$ cat config.mk
export PLATFORM = sky130hd
export DESIGN_NAME = bit_serializer_flat
export DESIGN_NICKNAME = d
export VERILOG_FILES = /design/src/rtl/bit_serializer_if.sv /design/src/rtl/bit_serializer.sv /design/src/flat_wrapper.sv
export SDC_FILE = /design/constraint.sdc
export NUM_CORES = 1
export LEC_CHECK = 0
export ABC_CLOCK_PERIOD_IN_PS = 1700
export CORE_MARGIN = 2
export CORE_UTILIZATION = 51
export DETAILED_ROUTE_END_ITERATION = 7
export PLACE_DENSITY = 0.79
export REMOVE_ABC_BUFFERS = 1
export SYNTH_ARGS = -nofsm -noshare
export SYNTH_HDL_FRONTEND = slang
export SYNTH_SLANG_ARGS = --single-unit
$ cat constraint.sdc
create_clock -name clk -period 1.7 [get_ports clk]
set_clock_uncertainty 0.2 [all_clocks]
set_input_delay 0.51 -clock clk [delete_from_list [all_inputs] [get_ports clk]]
set_output_delay 0.51 -clock clk [all_outputs]
set_load 0.005 [all_outputs]
$ cat src/rtl/bit_serializer_if.sv
// bit_serializer_if
//   Bundles the word-side handshake and the serial-side outputs of
//   bit_serializer. W must match the W of the serializer it is bound to.
//
//   data_in      word to serialize (producer -> serializer)
//   data_valid   data_in is valid this cycle (producer -> serializer)
//   data_ready   holding register empty (serializer -> producer)
//   serial_out   serial bit stream, feeds the detector's `in`
//   serial_valid serial_out carries a data bit
//   frame_start  high during the first bit of each word
//   busy         shifter active or holding register occupied
//
//   master: the producer / observer side.
//   slave : the serializer itself.
interface bit_serializer_if #(
  parameter int W = 8
) ();
  logic [W-1:0] data_in;
  logic         data_valid;
  logic         data_ready;
  logic         serial_out;
  logic         serial_valid;
  logic         frame_start;
  logic         busy;

  modport master (
    output data_in,
    output data_valid,
    input  data_ready,
    input  serial_out,
    input  serial_valid,
    input  frame_start,
    input  busy
  );

  modport slave (
    input  data_in,
    input  data_valid,
    output data_ready,
    output serial_out,
    output serial_valid,
    output frame_start,
    output busy
  );
endinterface

$ cat src/rtl/bit_serializer.sv
// bit_serializer
//   Parallel-to-serial stage feeding the 1011 sequence detector.
//   A W-bit word is accepted over valid/ready into a one-word holding
//   register, then shifted out one bit per clock. A word waiting in the
//   holding register is loaded on the edge that retires the last bit of
//   the current word, so back-to-back words leave no gap. While nothing is
//   being shifted, serial_out sits at IDLE_BIT.
//
//   Parameters
//     W          word width, 2..32
//     MSB_FIRST  1: bit W-1 leaves first; 0: bit 0 leaves first
//     IDLE_BIT   level on serial_out while not shifting
//
//   Ports
//     clk    rising-edge clock
//     reset  asynchronous, active-high; discards in-flight and held words
//     bus    bit_serializer_if slave modport (handshake + serial outputs)
//
//   Every output comes straight from a flop or from a function of flops;
//   data_ready has no combinational dependence on data_valid.
module bit_serializer #(
  parameter int W         = 8,
  parameter bit MSB_FIRST = 1'b1,
  parameter bit IDLE_BIT  = 1'b0
) (
  input  logic            clk,
  input  logic            reset,
  bit_serializer_if.slave bus
);

  localparam int CW = $clog2(W);
  localparam logic [CW-1:0] LAST = CW'(W - 1);

  typedef enum logic {
    IDLE,
    SHIFT
  } state_t;

  state_t         state;
  logic [W-1:0]   hold_reg;
  logic           hold_valid;
  logic [W-1:0]   shift_reg;
  logic [CW-1:0]  bit_cnt;
  logic           serial_out_r;
  logic           serial_valid_r;
  logic           frame_start_r;
  logic           accept;

  // Bit that leaves first from a given word image.
  function automatic logic lead_bit(input logic [W-1:0] v);
    return MSB_FIRST ? v[W-1] : v[0];
  endfunction

  // Word image after one bit has left; vacated position fills with 0.
  function automatic logic [W-1:0] advance(input logic [W-1:0] v);
    return MSB_FIRST ? {v[W-2:0], 1'b0} : {1'b0, v[W-1:1]};
  endfunction

  // Accept only into an empty holding register; draining needs it full,
  // so an accept and a drain never land on the same edge.
  assign accept = bus.data_valid && !hold_valid;

  always_ff @(posedge clk or posedge reset) begin
    if (reset) begin
      state          <= IDLE;
      hold_reg       <= '0;
      hold_valid     <= 1'b0;
      shift_reg      <= '0;
      bit_cnt        <= '0;
      serial_out_r   <= IDLE_BIT;
      serial_valid_r <= 1'b0;
      frame_start_r  <= 1'b0;
    end else begin
      if (accept) begin
        hold_reg   <= bus.data_in;
        hold_valid <= 1'b1;
      end

      unique case (state)
        IDLE: begin
          if (hold_valid) begin
            shift_reg      <= hold_reg;
            hold_valid     <= 1'b0;
            bit_cnt        <= '0;
            serial_out_r   <= lead_bit(hold_reg);
            serial_valid_r <= 1'b1;
            frame_start_r  <= 1'b1;
            state          <= SHIFT;
          end
        end

        SHIFT: begin
          if (bit_cnt == LAST) begin
            if (hold_valid) begin
              // Reload on the last-bit edge: next word starts with no bubble.
              shift_reg      <= hold_reg;
              hold_valid     <= 1'b0;
              bit_cnt        <= '0;
              serial_out_r   <= lead_bit(hold_reg);
              serial_valid_r <= 1'b1;
              frame_start_r  <= 1'b1;
            end else begin
              shift_reg      <= '0;
              bit_cnt        <= '0;
              serial_out_r   <= IDLE_BIT;
              serial_valid_r <= 1'b0;
              frame_start_r  <= 1'b0;
              state          <= IDLE;
            end
          end else begin
            // serial_out is registered, so it takes the leading bit of the
            // image that shift_reg is about to hold.
            shift_reg      <= advance(shift_reg);
            serial_out_r   <= lead_bit(advance(shift_reg));
            bit_cnt        <= bit_cnt + CW'(1);
            frame_start_r  <= 1'b0;
          end
        end

        default: state <= IDLE;
      endcase
    end
  end

  assign bus.data_ready   = !hold_valid;
  assign bus.serial_out   = serial_out_r;
  assign bus.serial_valid = serial_valid_r;
  assign bus.frame_start  = frame_start_r;
  assign bus.busy         = (state == SHIFT) || hold_valid;

endmodule

$ cat src/flat_wrapper.sv
// flat-port wrapper written by rule: the top's interface ports become plain ports
module bit_serializer_flat 
#(
  parameter int W         = 8,
  parameter bit MSB_FIRST = 1'b1,
  parameter bit IDLE_BIT  = 1'b0
)
  (clk, reset, bus_data_in, bus_data_valid, bus_data_ready, bus_serial_out, bus_serial_valid, bus_frame_start, bus_busy);
  bit_serializer_if #(.W(W)) bus_i ();
  input  logic clk;
  input  logic reset;
  input wire logic [$bits(bus_i.data_in)-1:0] bus_data_in;
  input wire logic [$bits(bus_i.data_valid)-1:0] bus_data_valid;
  output wire logic [$bits(bus_i.data_ready)-1:0] bus_data_ready;
  output wire logic [$bits(bus_i.serial_out)-1:0] bus_serial_out;
  output wire logic [$bits(bus_i.serial_valid)-1:0] bus_serial_valid;
  output wire logic [$bits(bus_i.frame_start)-1:0] bus_frame_start;
  output wire logic [$bits(bus_i.busy)-1:0] bus_busy;
  assign bus_i.data_in = bus_data_in;
  assign bus_i.data_valid = bus_data_valid;
  assign bus_data_ready = bus_i.data_ready;
  assign bus_serial_out = bus_i.serial_out;
  assign bus_serial_valid = bus_i.serial_valid;
  assign bus_frame_start = bus_i.frame_start;
  assign bus_busy = bus_i.busy;
  bit_serializer #(.W(W), .MSB_FIRST(MSB_FIRST), .IDLE_BIT(IDLE_BIT)) u_core (.clk(clk), .reset(reset), .bus(bus_i));
endmodule
==> results of run 1 <==
timing repair:
| action | in CTS | in global routing |
|---|---|---|
| hold endpoints to repair | 0 | 0 |
| buffers inserted | 3 | 1 |
| pin swaps | 1 | 1 |
| setup endpoints to repair | 9 | 19 |
| gates resized for setup | 13 | 13 |
| gates cloned | 0 | 1 |
final cells by class:
| cell class | count | share of cell area (%) |
|---|---|---|
| Tap cell | 27 | 2.57 |
| Timing Repair Buffer | 27 | 19.4 |
| Sequential cell | 23 | 43.8 |
| Clock buffer | 4 | 2.00 |
| Inverter | 3 | 1.05 |
| Multi-Input combinational cell | 51 | 31.2 |
where the power goes:
part           leakage (nW)  switching (mW)  internal (mW)
registers             0.280           0.160          0.794
logic                 0.305           0.456          0.565
clock network        0.0150           0.156         0.0914
critical path, delay by kind of cell (launching register included):
kind | cells | cell delay (ns)
flip-flops | 1 | 0.43
buffers and inverters | 3 | 0.27
synthesized netlist by cell type (all sizes together):
cell / instances
a22o: 1
ha: 3
nor2: 2
nor2b: 2
a22oi: 2
inv: 3
mux2: 8
a32oi: 5
a21oi: 1
mux2i: 5
o21ai: 8
a21o: 1
nand3: 2
a31oi: 1
nand2b: 3
nand2: 6
dfrtp: 23
buf: 5
a32o: 1
routing by layer:
layer	share of wire [%]	vias to the layer above
li1	-	350
met1	45	347
met2	50	13
met3	3.3	2
met4	0.92	0
met5	0	-
cell usage in the layout (no fill, tap or decap):
cell type	instances
buf_8	1
clkbuf_1	1
a22oi_1	2
nor2b_1	1
inv_4	1
clkbuf_4	3
nand3_1	2
clkdlybuf4s15_1	3
mux2_1	8
o21ai_0	1
ha_4	1
mux2i_1	5
inv_1	2
a31oi_1	1
nor2_1	1
a21o_1	1
a22o_1	1
ha_2	1
nand2b_1	3
nor2b_4	1
ha_1	1
a32o_1	1
buf_4	8
o21ai_1	7
clkbuf_2	1
nand2_1	6
a32oi_1	5
a21oi_1	1
nor2_2	1
clkdlybuf4s50_1	10
dfrtp_1	23
buf_6	4
metrics by stage:
step / total power, mW / setup TNS, ns
floorplan: 1.47 / -0.953
global placement: 1.78 / -1.79
detailed placement: 1.82 / -2.48
CTS: 2.10 / -0.146
global route: 2.41 / -0.149
finish: 2.22 / -0.00622
path summary, 6_finish.rpt:
check                              startpoint                   to  slack, ns  cells after the start
min in group asynchronous               reset  u_core.shift_reg[6]       0.34                      3
min                        u_core.hold_reg[2]  u_core.shift_reg[2]       0.30                      2
max in group asynchronous               reset    u_core.bit_cnt[0]       0.73                      3
max                         u_core.hold_valid       bus_data_ready     -0.006                      3
min reg2reg                u_core.hold_reg[2]  u_core.shift_reg[2]       0.30                      2
max reg2reg                 u_core.hold_valid   u_core.hold_reg[1]       0.07                      5
cell families after synthesis:
family          synth area share [%]
simple gates                    7.32
fa+ha+maj                       3.72
flops                           57.1
mux                             13.9
buf+inv                         4.47
compound gates                  13.5
==> results.cfg, run 1 <==
[outcome]
violations = setup timing
status = finished with violations

[critical_path]
cp-end-kind = output pin
cpMostUsedCell = buf_6
cp_slowest_cell = dfrtp_1
startpoint_type = register
worstPathMaxFanout = 2
path_cells = buf_6 > inv_4 > buf_6
cpPeakStageDelay_ns = 0.43
worstPathArrival_ns = 1.00
crit_required_ns = 0.99
worstSetupPathType = register to output pin

[global_route]
grt_pass1_wl_um = 3280
grtUsageMet2_pct = 29.9
grt-busiest-layer = met2
grt_pass1_vias = 711
grt_antenna_before_repair = 0
use_met3_pct = 4.01
grt_max_degree = 24
track_usage_pct = 18.4
overflow = 0
met1_usage_pct = 23.6

[clock_tree]
worstSkewPairLatency_ns = 0.30
cts-root-buf = clkbuf_4
cts-htree-levels = 1
cts_made_buffers = 3
clock_path_buffers = 2
cts_tree = yes
cts_sinks = 23
cts_hold_buf = 0
clkTransAtPathRegs_ns = 0.12

[sta]
setup_viol = 1
holdWs_ns = 0.300
rsz0062_at_grt = yes
fin_ws_ns = -0.00622
fmax_ghz = 0.586
finalMaxSlewViolations = 0
fin_crit_sh_pct = 100
period_minus_slack_ns = 1.71
hold_violations = 0
tightestPinTransition_ns = 0.290
worst_slew_margin_rel_pct = 80.7

[placed_design]
dp_cells = 126
place_ws_ns = -0.314
placed_area_mm2 = 0.00121
place_hpwl_um = 1250
place_congestion = 0.762
port_buffers = 15

[floorplan]
die_w_um = 48.5
num_io_pins = 16
fp.dieArea_mm2 = 0.00235
start_util_pct = 52.5
die-height_um = 48.5
rows = 16
core_mm2 = 0.00192

[layout]
largest_register_ffs = 8
fin_util_pct = 68.4
antenna_cells = 0
regArea_um2 = 576
fin_area_mm2 = 0.00132
nNetsFinal = 123
syn2layout_area_growth_pct = 30.4
layout.cells.non_filler = 135
drive_above_1_share_pct = 20.4
fill_cells = 154
multi_input_area_um2 = 410

[run]
max_cap_viol_count = 0

[yosys]
ys_warn_count = 0
synth_top_area_cell = dfrtp_1
yosysTopAreaCellShare_pct = 57.1
synth_area_per_cell_um2 = 12.3
yosys.cell_types.count = 24
ys_ff_latch = 23
syn_area_mm2 = 0.00101
seq_area_frac_synth_pct = 57.1
syn_inst = 82
synthTopCellsByArea = dfrtp_1 57%, mux2_1 8.9%, mux2i_1 5.0%

[power_and_ir_drop]
irDropWorstVdd_uv = 1120
p_per_area_mw_per_mm2 = 1690
p_leak_nw = 0.600

[route]
ant_nets = 0
drt_wl_total_um = 1950
drc_errors = 0
vias_per_cell = 5.27
dr.pass1.iters = 3
drtIter0Drc = 5
wire_per_inst_um = 14.4
vias = 712

[worst_hold_path]
hold_path.class = register to register
Power figures use the tool's default switching activity.
==> run 2: changes to the inputs <==
Settings changed: ABC_CLOCK_PERIOD_IN_PS 1700 to not set.
==> results of run 2 <==
Final layout, timing and power as in run 1 (identical DEF).
